==> src/rtl/gbf_pingpong_ctrl.sv <==
// Ping-pong scheduler for two global-buffer banks: producer fills one bank while consumer drains the other.
// Optional stall counters are compiled in with `define GBF_PERF_CNT_EN.
module gbf_pingpong_ctrl #(
    parameter int DATA_BITWIDTH = 256,
    parameter int ADDR_BITWIDTH = 5,
    parameter int DEPTH         = 32,
    parameter int TILE_BITWIDTH = 8
) (
    input  logic                     clk,
    input  logic                     rst_n,
    input  logic                     start,
    input  logic [ADDR_BITWIDTH:0]   cfg_wr_len,
    input  logic [ADDR_BITWIDTH:0]   cfg_rd_len,
    input  logic [3:0]               cfg_rd_rep,
    input  logic [TILE_BITWIDTH-1:0] cfg_tiles,
    output logic                     busy,
    output logic                     done,
    output logic                     cfg_err,
    input  logic                     wr_valid,
    output logic                     wr_ready,
    input  logic [DATA_BITWIDTH-1:0] wr_data,
    input  logic                     rd_req,
    output logic                     rd_ready,
    output logic                     rd_valid,
    output logic [DATA_BITWIDTH-1:0] rd_data,
    output logic [1:0]               ram_ena,
    output logic [1:0]               ram_wea,
    output logic [ADDR_BITWIDTH-1:0] ram_addra,
    output logic [ADDR_BITWIDTH-1:0] ram_addrb,
    output logic [DATA_BITWIDTH-1:0] ram_dia,
    output logic [1:0]               ram_enb,
    input  logic [DATA_BITWIDTH-1:0] ram_dob0,
    input  logic [DATA_BITWIDTH-1:0] ram_dob1
`ifdef GBF_PERF_CNT_EN
    ,
    output logic [31:0]              perf_wr_stall,
    output logic [31:0]              perf_rd_stall
`endif
);

    localparam int CW = ADDR_BITWIDTH + 1;

    typedef enum logic [1:0] {
        BANK_EMPTY,
        BANK_FILLING,
        BANK_FULL,
        BANK_DRAINING
    } bank_state_e;

    typedef enum logic {
        RUN_IDLE,
        RUN_ACTIVE
    } run_state_e;

    run_state_e               run_q, run_d;
    bank_state_e              bank_q [2];
    bank_state_e              bank_d [2];
    logic                     wsel_q, wsel_d, rsel_q, rsel_d;
    logic [ADDR_BITWIDTH-1:0] wr_ptr_q, wr_ptr_d, rd_ptr_q, rd_ptr_d;
    logic [3:0]               rep_q, rep_d;
    logic [TILE_BITWIDTH-1:0] tiles_filled_q, tiles_filled_d;
    logic [TILE_BITWIDTH-1:0] tiles_drained_q, tiles_drained_d;
    logic [CW-1:0]            cfg_wr_len_q, cfg_wr_len_d, cfg_rd_len_q, cfg_rd_len_d;
    logic [3:0]               cfg_rd_rep_q, cfg_rd_rep_d;
    logic [TILE_BITWIDTH-1:0] cfg_tiles_q, cfg_tiles_d;
    logic                     done_q, done_d, cfg_err_q, cfg_err_d;
    logic                     rd_valid_q, rd_valid_d;
    logic [DATA_BITWIDTH-1:0] rd_data_q, rd_data_d;
    logic [ADDR_BITWIDTH-1:0] addra_q, addra_d, addrb_q, addrb_d;
    logic [DATA_BITWIDTH-1:0] dia_q, dia_d;

    logic cfg_bad, start_ok, wr_xfer, rd_xfer;
    logic wr_last, rd_last_word, rd_last_pass;

    // Lengths above DEPTH would wrap the bank address, so they are rejected with the other bad configs.
    assign cfg_bad = (cfg_wr_len == '0) || (cfg_wr_len > CW'(DEPTH)) || (cfg_rd_len == '0) ||
                     (cfg_rd_len > cfg_wr_len) || (cfg_rd_rep == '0) || (cfg_tiles == '0);
    assign start_ok = start && (run_q == RUN_IDLE) && !cfg_bad;

    assign busy     = (run_q == RUN_ACTIVE);
    assign wr_ready = busy && (bank_q[wsel_q] == BANK_EMPTY || bank_q[wsel_q] == BANK_FILLING) &&
                      (tiles_filled_q < cfg_tiles_q);
    assign rd_ready = busy && (bank_q[rsel_q] == BANK_FULL || bank_q[rsel_q] == BANK_DRAINING);
    assign wr_xfer  = wr_valid && wr_ready;
    assign rd_xfer  = rd_req && rd_ready;

    assign wr_last      = ({1'b0, wr_ptr_q} == cfg_wr_len_q - CW'(1));
    assign rd_last_word = ({1'b0, rd_ptr_q} == cfg_rd_len_q - CW'(1));
    assign rd_last_pass = (rep_q == cfg_rd_rep_q - 4'd1);

    // Write and read banks are always distinct, so these enables never collide on one bank.
    assign ram_ena   = {wr_xfer && wsel_q, wr_xfer && !wsel_q};
    assign ram_wea   = ram_ena;
    assign ram_enb   = {rd_xfer && rsel_q, rd_xfer && !rsel_q};
    assign ram_addra = wr_xfer ? wr_ptr_q : addra_q;
    assign ram_addrb = rd_xfer ? rd_ptr_q : addrb_q;
    assign ram_dia   = wr_xfer ? wr_data : dia_q;

    assign done     = done_q;
    assign cfg_err  = cfg_err_q;
    assign rd_valid = rd_valid_q;
    assign rd_data  = rd_data_q;

    // NOTE: combinational next-state logic uses blocking '=' with every target defaulted first,
    // so no latches are inferred; the registers below use non-blocking '<=' only.
    always_comb begin
        run_d           = run_q;
        bank_d          = bank_q;
        wsel_d          = wsel_q;
        rsel_d          = rsel_q;
        wr_ptr_d        = wr_ptr_q;
        rd_ptr_d        = rd_ptr_q;
        rep_d           = rep_q;
        tiles_filled_d  = tiles_filled_q;
        tiles_drained_d = tiles_drained_q;
        cfg_wr_len_d    = cfg_wr_len_q;
        cfg_rd_len_d    = cfg_rd_len_q;
        cfg_rd_rep_d    = cfg_rd_rep_q;
        cfg_tiles_d     = cfg_tiles_q;
        done_d          = 1'b0;
        cfg_err_d       = 1'b0;
        rd_valid_d      = rd_xfer;
        rd_data_d       = rd_data_q;
        addra_d         = addra_q;
        addrb_d         = addrb_q;
        dia_d           = dia_q;

        if (run_q == RUN_IDLE) begin
            if (start && cfg_bad) begin
                cfg_err_d = 1'b1;
            end else if (start_ok) begin
                run_d           = RUN_ACTIVE;
                cfg_wr_len_d    = cfg_wr_len;
                cfg_rd_len_d    = cfg_rd_len;
                cfg_rd_rep_d    = cfg_rd_rep;
                cfg_tiles_d     = cfg_tiles;
                wsel_d          = 1'b0;
                rsel_d          = 1'b0;
                wr_ptr_d        = '0;
                rd_ptr_d        = '0;
                rep_d           = '0;
                tiles_filled_d  = '0;
                tiles_drained_d = '0;
            end
        end else begin
            if (wr_xfer) begin
                addra_d = wr_ptr_q;
                dia_d   = wr_data;
                if (wr_last) begin
                    wr_ptr_d         = '0;
                    bank_d[wsel_q]   = BANK_FULL;
                    wsel_d           = !wsel_q;
                    tiles_filled_d   = tiles_filled_q + TILE_BITWIDTH'(1);
                end else begin
                    wr_ptr_d         = wr_ptr_q + ADDR_BITWIDTH'(1);
                    bank_d[wsel_q]   = BANK_FILLING;
                end
            end
            if (rd_xfer) begin
                addrb_d   = rd_ptr_q;
                // Bank RAMs read on the falling edge, so dob already holds this word at the next rising edge.
                rd_data_d = rsel_q ? ram_dob1 : ram_dob0;
                if (rd_last_word && rd_last_pass) begin
                    rd_ptr_d        = '0;
                    rep_d           = '0;
                    bank_d[rsel_q]  = BANK_EMPTY;
                    rsel_d          = !rsel_q;
                    tiles_drained_d = tiles_drained_q + TILE_BITWIDTH'(1);
                    if (tiles_drained_q + TILE_BITWIDTH'(1) == cfg_tiles_q) begin
                        done_d = 1'b1;
                        run_d  = RUN_IDLE;
                    end
                end else if (rd_last_word) begin
                    rd_ptr_d       = '0;
                    rep_d          = rep_q + 4'd1;
                    bank_d[rsel_q] = BANK_DRAINING;
                end else begin
                    rd_ptr_d       = rd_ptr_q + ADDR_BITWIDTH'(1);
                    bank_d[rsel_q] = BANK_DRAINING;
                end
            end
        end
    end

    // NOTE: reset only clears control state; the bank RAM contents live outside and are left untouched.
    always_ff @(posedge clk) begin
        if (!rst_n) begin
            run_q           <= RUN_IDLE;
            bank_q[0]       <= BANK_EMPTY;
            bank_q[1]       <= BANK_EMPTY;
            wsel_q          <= 1'b0;
            rsel_q          <= 1'b0;
            wr_ptr_q        <= '0;
            rd_ptr_q        <= '0;
            rep_q           <= '0;
            tiles_filled_q  <= '0;
            tiles_drained_q <= '0;
            cfg_wr_len_q    <= '0;
            cfg_rd_len_q    <= '0;
            cfg_rd_rep_q    <= '0;
            cfg_tiles_q     <= '0;
            done_q          <= 1'b0;
            cfg_err_q       <= 1'b0;
            rd_valid_q      <= 1'b0;
            rd_data_q       <= '0;
            addra_q         <= '0;
            addrb_q         <= '0;
            dia_q           <= '0;
        end else begin
            run_q           <= run_d;
            bank_q          <= bank_d;
            wsel_q          <= wsel_d;
            rsel_q          <= rsel_d;
            wr_ptr_q        <= wr_ptr_d;
            rd_ptr_q        <= rd_ptr_d;
            rep_q           <= rep_d;
            tiles_filled_q  <= tiles_filled_d;
            tiles_drained_q <= tiles_drained_d;
            cfg_wr_len_q    <= cfg_wr_len_d;
            cfg_rd_len_q    <= cfg_rd_len_d;
            cfg_rd_rep_q    <= cfg_rd_rep_d;
            cfg_tiles_q     <= cfg_tiles_d;
            done_q          <= done_d;
            cfg_err_q       <= cfg_err_d;
            rd_valid_q      <= rd_valid_d;
            rd_data_q       <= rd_data_d;
            addra_q         <= addra_d;
            addrb_q         <= addrb_d;
            dia_q           <= dia_d;
        end
    end

`ifdef GBF_PERF_CNT_EN
    logic [31:0] perf_wr_stall_q, perf_wr_stall_d, perf_rd_stall_q, perf_rd_stall_d;

    always_comb begin
        perf_wr_stall_d = perf_wr_stall_q;
        perf_rd_stall_d = perf_rd_stall_q;
        if (start_ok) begin
            perf_wr_stall_d = '0;
            perf_rd_stall_d = '0;
        end else begin
            if (busy && wr_valid && !wr_ready && !(&perf_wr_stall_q))
                perf_wr_stall_d = perf_wr_stall_q + 32'd1;
            if (busy && rd_req && !rd_ready && !(&perf_rd_stall_q))
                perf_rd_stall_d = perf_rd_stall_q + 32'd1;
        end
    end

    always_ff @(posedge clk) begin
        if (!rst_n) begin
            perf_wr_stall_q <= '0;
            perf_rd_stall_q <= '0;
        end else begin
            perf_wr_stall_q <= perf_wr_stall_d;
            perf_rd_stall_q <= perf_rd_stall_d;
        end
    end

    assign perf_wr_stall = perf_wr_stall_q;
    assign perf_rd_stall = perf_rd_stall_q;
`endif

endmodule

==> config.mk <==
export PLATFORM = sky130hd
export DESIGN_NAME = gbf_pingpong_ctrl
export DESIGN_NICKNAME = d
export VERILOG_FILES = /design/src/rtl/gbf_pingpong_ctrl.sv
export SDC_FILE = /design/constraint.sdc
export NUM_CORES = 1
export LEC_CHECK = 0
export ABC_AREA = 1
export CORE_AREA = 2 2 525 527
export DETAILED_ROUTE_END_ITERATION = 16
export DIE_AREA = 0 0 527 529
export SETUP_SLACK_MARGIN = 0.4
export SYNTH_ARGS = -nofsm -noshare
export SYNTH_HDL_FRONTEND = slang
export SYNTH_SLANG_ARGS = --single-unit
==> constraint.sdc <==
create_clock -name clk -period 2.9 [get_ports clk]
set_input_delay 0.58 -clock clk [delete_from_list [all_inputs] [get_ports clk]]
set_output_delay 0.58 -clock clk [all_outputs]
set_load 0.05 [all_outputs]
; Yosys cells after proc, flatten, opt, wreduce, memory -nomap -nowiden
; Cells that the tools add are included.
[word_totals]
ff_bits = 586
latch_bits = 0
ram_bits = 0
rom_bits = 0
input_bits = 797
out_inout_bits = 534
word_cells = 161
n_memories = 0
[op_classes]
add_sub_neg = 8
n_mul = 0
div_mod_pow = 0
n_lt_le_gt_ge = 7
n_eq_ne = 13
n_shift = 0
n_mux = 58
bitwise_logic = 14
reduce_logical = 40
[op_table]
columns = operator, count
row1 = 256-bit two-way mux, 2
row2 = 8-bit two-way mux, 8
row3 = 5-bit two-way mux, 11
row4 = 4-bit two-way mux, 11
row5 = "8-bit by 1-bit adder with 8-bit output, second input constant", 2
row6 = 1-bit two-way mux, 16
row7 = 2-bit two-way mux, 8
row8 = 4-bit AND reduction, 4
row9 = 1-bit logical AND, 15
row10 = 5-bit by 6-bit equality test with 1-bit output, 2
row11 = 6-bit logical NOT, 2
row12 = "6-bit by 1-bit subtractor with 6-bit output, second input constant", 2
row13 = "5-bit by 1-bit adder with 5-bit output, second input constant", 2
row14 = 3-bit AND reduction, 3
row15 = 8-bit equality test, 1
row16 = 8-bit logical NOT, 1
row17 = 8-bit less-than comparator, 1
row18 = "2-bit by 1-bit inequality test with 1-bit output, second input constant", 4
row19 = 1-bit logical OR, 7
row20 = 6-bit > comparator, 1
row21 = "6-bit > comparator, second input constant", 1
row22 = "4-bit by 1-bit adder with 4-bit output, second input constant", 1
row23 = 2-bit AND, 2
row24 = 4-bit AND, 1
row25 = 21 further kinds, 32

; Logic depth before layout (Yosys ltp)
; Gate-level depths: netlist (run 1).
[depth]
word_depth = 14
depth_mapped = 15
mapped_depth_nobuf = 15

; Worst setup path after synthesis (run 1)
; Ideal clock, no wire load.
[synth_path]
kind = flip-flop to output port
from = register run_q (netlist: busy)
to = output port ram_addrb[4]
arrival_ps = 2165
required_ps = 2320
slack_ps = 155
path_stages_with_launch = 10
path_buffers = 2
path_cell_list = dfxtp_1 inv_2 a21oi_1 o21ai_1 inv_2 nand2_2 buf_2 buf_2 o21ai_0 inv_1
[synth_via]
elab_chain_len = 3
[synth_rtl]
columns = item, line
row1 = from (decl), 55  ; run_state_e run_q, run_d;
row2 = from (signal assigned), 210  ; run_q <= run_d;
row3 = 1-bit logical AND, 83  ; assign rd_ready = busy && (bank_q[rsel_q] == BANK_FULL || bank_q[rsel_q] == BANK_DRAINING);
row4 = via rd_ready, 23  ; output logic rd_ready,
row5 = 1-bit logical AND, 85  ; assign rd_xfer = rd_req && rd_ready;
row6 = 5-bit two-way mux, n/a
row7 = to (decl), 29  ; output logic [ADDR_BITWIDTH-1:0] ram_addrb,
; The timed path passes the listed nets, and every way through them passes these cells.

; Worst setup path after layout (run 1)
[layout_path]
from = register cfg_tiles_q[7]
to = output port ram_dia[116]
[layout_via]
elab_chain_len = 4
[layout_rtl]
columns = item, line
row1 = from (decl), 65  ; logic [TILE_BITWIDTH-1:0] cfg_tiles_q, cfg_tiles_d;
row2 = from (signal assigned), 222  ; cfg_tiles_q <= cfg_tiles_d;
row3 = 8-bit less-than comparator, 82  ; (tiles_filled_q < cfg_tiles_q);
row4 = 1-bit logical AND, 81  ; assign wr_ready = busy && (bank_q[wsel_q] == BANK_EMPTY || bank_q[wsel_q] == BANK_FILLING) &&
row5 = 1-bit logical AND, 84  ; assign wr_xfer = wr_valid && wr_ready;
row6 = 256-bit two-way mux, n/a
row7 = to (decl), 30  ; output logic [DATA_BITWIDTH-1:0] ram_dia,
; Every way passes these cells.

==> flow_summary.json, run 1 <==
{
  "status": "finished with violations",
  "violations": "negative setup slack",
  "ys_ff_latch": 584,
  "final_area_um2": 51000,
  "wirelength_um": 190700,
  "synth_edf_count": 0,
  "fillers": 30370,
  "grt_use_total": 0.1299,
  "drt_iter0_drc": 1470,
  "postSynthAreaPerCell_um2": 7.258,
  "clk_pin_slew_ps": 60,
  "dpl.hpwl_um": 157700,
  "area_growth_pct": 105.2,
  "cap_violations": 0,
  "pre_cts_slack_ps": -285.5,
  "crit_chain": "inv_2, ha_4, nand2_1, inv_1, nand2_1, nand4_1, nor2_2, nand3_4, buf_12, buf_16, buf_12, o21ai_2, inv_2, buf_12",
  "cp.depth": 14,
  "crit_type": "reg -> out",
  "cts_tree": "done",
  "total_power_uw": 23310,
  "crit_required_ps": 2320,
  "grt-ovfl-total": 0,
  "dpl_cell_area_um2": 46550,
  "crit_family": "buffers and inverters",
  "ys_seq_area_frac": 0.4703,
  "htreeDepth": 3,
  "rrSetupSlack_ps": 390,
  "setup_ws_ps": -781.1,
  "ant_nets": 0,
  "vias": 28690,
  "worstSkewPairLatency_ps": 790,
  "p_per_area_nw_per_um2": 457.1,
  "drc": 0,
  "via_per_inst": 3.339,
  "cp_num_buf_inv": 7,
  "yosysTopAreaCellShare": 0.4703,
  "seq_area_um2": 11700,
  "multiInputGateArea_um2": 11980,
  "grt_pass1_wl_um": 244900,
  "hold_class": "in -> reg",
  "cp_slowest_cell": "dfxtp_2",
  "crit_path_frequent_cell": "buf_12",
  "die_x_um": 527,
  "grt_pass1_vias": 27730,
  "worstSetupEndpoint": "ram_dia[116]",
  "slowest_delay_ps": 330,
  "synth_area_leaders": "dfxtp_1 47%, nand2_1 14%, or2_2 6.5%",
  "worst_ep_arrival_time_ps": 3100,
  "place_congestion": 0.9077,
  "cts_buffers": 80,
  "grt_max_degree": 86,
  "ys_warn_count": 0,
  "drive_gt1_frac": 0.3160,
  "timing.fmax_mhz": 271.7,
  "critPathLaunch": "cfg_tiles_q[7]$_SDFFE_PN0P_",
  "hold_viol": 0,
  "worstSetupStartpointType": "register",
  "antenna_found_initial": 75,
  "rows": 192,
  "maxSlewViolCount": 0,
  "crit-reg2reg-launch": "busy$_SDFF_PN0_",
  "fp.dieH_um": 529,
  "fp.dieArea_um2": 278800,
  "core_area_um2": 272900,
  "port_buffers": 1330,
  "synthCells": 3425,
  "worstMarginPinSlew_ps": 844.9,
  "finalSetupViolCount": 274,
  "ir_drop_mv": 0.3535,
  "holdWs_ps": 353.8,
  "cts_buffer_depth": 4,
  "skew_ps": 66.60,
  "wire_per_inst_um": 22.20,
  "fin_nets": 5735,
  "syn_area_um2": 24860,
  "fin_crit_sh": 1.269,
  "synth_flop_cell": "dfxtp_1",
  "end_kind": "primary output",
  "cts.sinks": 584,
  "p_leak_uw": 0.02032,
  "dr.pass1.iters": 5,
  "cts_root_buf": "clkbuf_16",
  "crit_path_max_fanout": 29,
  "pin_count": 1331,
  "r2r-end": "rd_data[51]$_SDFFE_PN0P_",
  "rsz0062_at_grt": "true",
  "initial_core_util": 0.09110,
  "relSlewSlack": 0.4349,
  "fin_util": 0.1869,
  "synth_nets": 4243,
  "netlist.top_cell.by_area": "dfxtp_1",
  "layout_commonest_cell": "clkdlybuf4s50_1",
  "fin_crit_ps": 3681,
  "rr_worst_depth": 13,
  "postSynth.asyncResetShare": 0,
  "synth_cell_types": 34,
  "final_cell_mix": "966 x clkdlybuf4s50_1, 952 x nand2_1, 576 x dfxtp_1"
}
timing repair:
item | in CTS | in global routing
hold buffers | 0 | 0
gates cloned | 9 | 5
endpoints found under the hold margin | 0 | 0
setup endpoints to repair | 578 | 578
pin swaps | 6 | 1
buffers inserted | 21 | 10
resized for setup | 236 | 98
cell families after synthesis:
group	synth area share
AO/OA/AOI/OAI	0.1367
XOR/XNOR	0.005284
adder cells (fa/ha/maj)	0.01057
buffers and inverters	0.09658
flip-flops	0.4703
AND/OR/NAND/NOR	0.2805
cell usage after synthesis, types with 3 or more instances:
cell,n
nand2_1,953
dfxtp_1,584
inv_1,349
nor2_1,334
or2_2,258
a31oi_1,256
o21ai_1,198
buf_2,92
clkbuf_1,91
o21ai_0,84
nand3_1,57
a21oi_1,30
ha_1,21
o21ai_2,20
buf_6,15
or2_1,12
buf_4,10
nand4_1,10
xor2_1,10
inv_2,7
buf_1,5
xnor2_1,5
nand2_2,4
nor3_1,4
nor2_2,3
o21bai_1,3
metrics by stage:
stage	cells	TNS (ps)
floorplan	3425	0
global placement	8379	-38960
detailed placement	8379	-36320
CTS	8543	-214420
global route	8573	-233670
finish	8592	-182700
cell type report:
class / instances / area share
Antenna cell: 34 / 0.001668
Clock buffer: 113 / 0.04524
Clock inverter: 21 / 0.006771
Inverter: 356 / 0.02696
Multi-Input combinational cell: 2272 / 0.2349
Sequential cell: 584 / 0.2295
Tap cell: 3589 / 0.08805
Timing Repair Buffer: 1621 / 0.3665
Timing Repair inverter: 2 / 0.0004907
state kept, by name, indices dropped and copies added, names as in the netlist:
signal           cells
rep_q                4
cfg_rd_rep_q         4
tiles_filled_q       8
rd_ptr_q             5
cfg_err              1
rd_valid             1
wr_ptr_q             5
addrb_q              5
dia_q              256
cfg_wr_len_q         6
busy                 1
wsel_q               1
done                 1
rd_data            256
bank_q               2
addra_q              5
rsel_q               1
cfg_tiles_q          8
tiles_drained_q      8
cfg_rd_len_q         6
worst min path at each step:
stage / end / from / slack, ps / cells past startpoint
after floorplan: bank_q[1]$_SDFFE_PN0P_ / bank_q[1]$_SDFFE_PN0P_ / 430 / 2
after global placement: bank_q[1]$_SDFFE_PN0P_ / bank_q[1]$_SDFFE_PN0P_ / 440 / 2
after detailed placement: bank_q[1]$_SDFFE_PN0P_ / bank_q[1]$_SDFFE_PN0P_ / 450 / 2
after CTS: rd_data[103]$_SDFFE_PN0P_ / ram_dob1[103] / 250 / 3
after global routing: rd_data[22]$_SDFFE_PN0P_ / ram_dob1[22] / 310 / 3
final: rd_data[103]$_SDFFE_PN0P_ / ram_dob1[103] / 350 / 3
metal layers:
layer | up-vias | wire, um | track usage
met2 | 1330 | 95870 | 0.2338
met5 | - | 156 | 0
li1 | 13880 | - | -
met1 | 13150 | 66360 | 0.1308
met4 | 22 | 13910 | 0.08166
met3 | 308 | 14430 | 0.03848
power breakdown:
part | switching, uW | internal (uW) | total [uW] | leakage (uW)
logic | 2270 | 2500 | 4770 | 0.0143
clock network | 4160 | 6160 | 10300 | 0.00130
registers | 45.1 | 8170 | 8220 | 0.00471
total | 6480 | 16800 | 23300 | 0.0203
worst min-delay path, delay by kind of cell:
family	cells	cell delay, ps
buffers and inverters	1	390
AND/OR/NAND/NOR	1	60
AO/OA/AOI/OAI	1	60
(Power assumes the default switching activity.)
==> inputs of run 2 (changes only) <==
- REMOVE_ABC_BUFFERS: not set -> 1
- SLEW_MARGIN: not set -> 20
==> run 2 against run 1 <==
Effect of this change:
- the run still ends with negative setup slack left
- core utilization is 0.14 points higher
- sequential share of layout area is 0.17 points lower
- maximum frequency is 0.72% lower
- critical path depth is 1 higher
- count of clock-buffer cells in the layout stayed put
- first-iteration DRC count is 11% lower
- design area is 0.72% higher
- worst hold slack better by 13 ps
- die area stayed put
- via count is 0.63% lower
- largest power group unchanged
==> flow_summary.json, run 2 (same netlist as run 1, synthesis figures left out) <==
{
  "p_seq_frac": 0.351,
  "grt_pass1_vias": 27340,
  "final_cell_mix": "961 x clkdlybuf4s50_1, 951 x nand2_1, 578 x dfxtp_1",
  "holdWs_ps": 366.8,
  "cap_violations": 0,
  "p_leak_uw": 0.02081,
  "finalSetupViolCount": 273,
  "cts.sinks": 584,
  "grt_use_total": 0.1308,
  "worst_ep_arrival_time_ps": 3130,
  "vias": 28510,
  "core_area_um2": 272900,
  "slowest_delay_ps": 330,
  "layout_commonest_cell": "clkdlybuf4s50_1",
  "worstSkewPairLatency_ps": 770,
  "cts_tree": "done",
  "ant_nets": 0,
  "htreeDepth": 3,
  "cts_root_buf": "clkbuf_16",
  "dpl.hpwl_um": 161800,
  "drive_gt1_frac": 0.2852,
  "fillers": 30450,
  "die_x_um": 527,
  "status": "finished with violations",
  "p_int_uw": 16900,
  "drc": 0,
  "pre_cts_slack_ps": -224.2,
  "grt_max_degree": 89,
  "r2r-end": "dia_q[139]$_SDFFE_PN0P_",
  "ir_drop_mv": 0.3583,
  "setup_ws_ps": -807.7,
  "cts_buffer_depth": 4,
  "p_clk_frac": 0.444,
  "relSlewSlack": 0.3572,
  "hold_class": "in -> reg",
  "grt-ovfl-total": 0,
  "fp.dieArea_um2": 278800,
  "crit_chain": "inv_2, ha_4, nand2_4, inv_2, nand2_1, nand4_1, nor2_4, nand3_4, clkinv_8, buf_16, buf_8, or2_2, o21ai_2, inv_2, buf_12",
  "fin_nets": 5759,
  "drt_iter0_drc": 1309,
  "p_per_area_nw_per_um2": 455.9,
  "initial_core_util": 0.09110,
  "fin_crit_ps": 3708,
  "fin_cells": 8632,
  "antenna_found_initial": 72,
  "maxSlewViolCount": 0,
  "clk_pin_slew_ps": 60,
  "placed_cells": 8416,
  "hold_viol": 0,
  "end_kind": "primary output",
  "place_congestion": 0.9100,
  "skew_ps": 33.79,
  "wirelength_um": 192800,
  "via_per_inst": 3.302,
  "pin_count": 1331,
  "hp-start": "ram_dob1[15]",
  "fp.dieH_um": 529,
  "cp_slowest_cell": "dfxtp_2",
  "crit_path_max_fanout": 35,
  "rr_worst_depth": 10,
  "rsz0062_at_grt": "true",
  "hold_path_end": "rd_data[15]$_SDFFE_PN0P_",
  "violations": "negative setup slack",
  "port_buffers": 1330,
  "fin_crit_sh": 1.279,
  "cts_buffers": 79,
  "crit_required_ps": 2320,
  "dr.pass1.iters": 5,
  "worstMarginPinSlew_ps": 963.1,
  "wire_per_inst_um": 22.33,
  "worstSetupStartpointType": "register",
  "crit_path_frequent_cell": "inv_2",
  "crit-reg2reg-launch": "cfg_tiles_q[5]$_SDFFE_PN0P_",
  "whs_path_depth": 3,
  "grt_pass1_wl_um": 246000,
  "rrSetupSlack_ps": 450,
  "comb_power_share": 0.205,
  "p_sw_uw": 6525,
  "rows": 192,
  "area_growth_pct": 106.6,
  "crit_type": "reg -> out",
  "swShare": 0.2786,
  "postCtsHoldBufs": 0,
  "timing.fmax_mhz": 269.7
}
run 2: cell count changes in the layout (fill, tap and decap cells not counted), sizes merged, moves of 3 or more:
cell	delta
buf	+30
clkbuf	+3
clkdlybuf4s50	-5
clkinv	+4
clkinvlp	+3
diode	+9
inv	-4
run 2: worst max-delay path: cells and delay by family (launching register included):
kind | cells | cell delay [ps]
buffers and inverters | 7 | 800
AND/OR/NAND/NOR | 6 | 750
flip-flops | 1 | 330
adder cells (fa/ha/maj) | 1 | 270
AO/OA/AOI/OAI | 1 | 80
run 2: how the worst max path moves through the flow:
stage | cells after the start | startpoint | slack, ps | endpoint
after floorplan | 9 | busy$_SDFF_PN0_ | -5230 | ram_addra[2]
after global placement | 12 | cfg_wr_len[3] | -330 | cfg_wr_len_q[3]$_SDFFE_PN0P_
after detailed placement | 12 | cfg_wr_len[1] | -220 | cfg_wr_len_q[3]$_SDFFE_PN0P_
after CTS | 15 | cfg_tiles_q[7]$_SDFFE_PN0P_ | -870 | ram_dia[236]
after global routing | 15 | cfg_tiles_q[7]$_SDFFE_PN0P_ | -980 | ram_dia[87]
final | 15 | cfg_tiles_q[7]$_SDFFE_PN0P_ | -810 | ram_dia[246]
run 2: layout make-up:
type,instances,area [um^2],area share
Antenna cell,43,107.6,0.002095
Clock buffer,113,2276,0.04430
Clock inverter,27,419.2,0.008159
Inverter,356,1364,0.02655
Multi-Input combinational cell,2272,12020,0.2339
Sequential cell,584,11700,0.2277
Tap cell,3589,4491,0.08742
Timing Repair Buffer,1648,19000,0.3698
run 2: timing repair:
action / CTS / global route
gates cloned: 5 / 12
pin swaps: 4 / 4
resized for setup: 193 / 343
buffers inserted: 5 / 11
setup endpoints to repair: 442 / 575
run 2: power by group through the flow:
stage	clock, uW	sequential [uW]	combinational [uW]
2_1_floorplan	0	8390	1580
3_3_place_gp	0	8390	4500
3_5_place_dp	0	8390	4510
4_1_cts	10800	8210	4650
5_1_grt	11100	8230	5070
6_report	10400	8220	4800
run 2: per-layer routing:
| metal | global-route usage | wire length, um |
|---|---|---|
| met4 | 0.07630 | 13470 |
| met3 | 0.03724 | 13630 |
| met5 | 0 | 53 |
| met1 | 0.1221 | 62540 |
| met2 | 0.2513 | 103100 |
run 2: per-stage QoR:
step                        util  total power, uW  TNS (ps)  cell area (um^2)
after floorplan                -             9962  -3879560             23800
after global routing      0.1881            24400   -236820             51340
after global placement    0.1707            12890    -12580             46570
after detailed placement  0.1707            12900    -16290             46570
after CTS                 0.1831            23680   -210170             49960
final                     0.1882            23420   -186560             51370
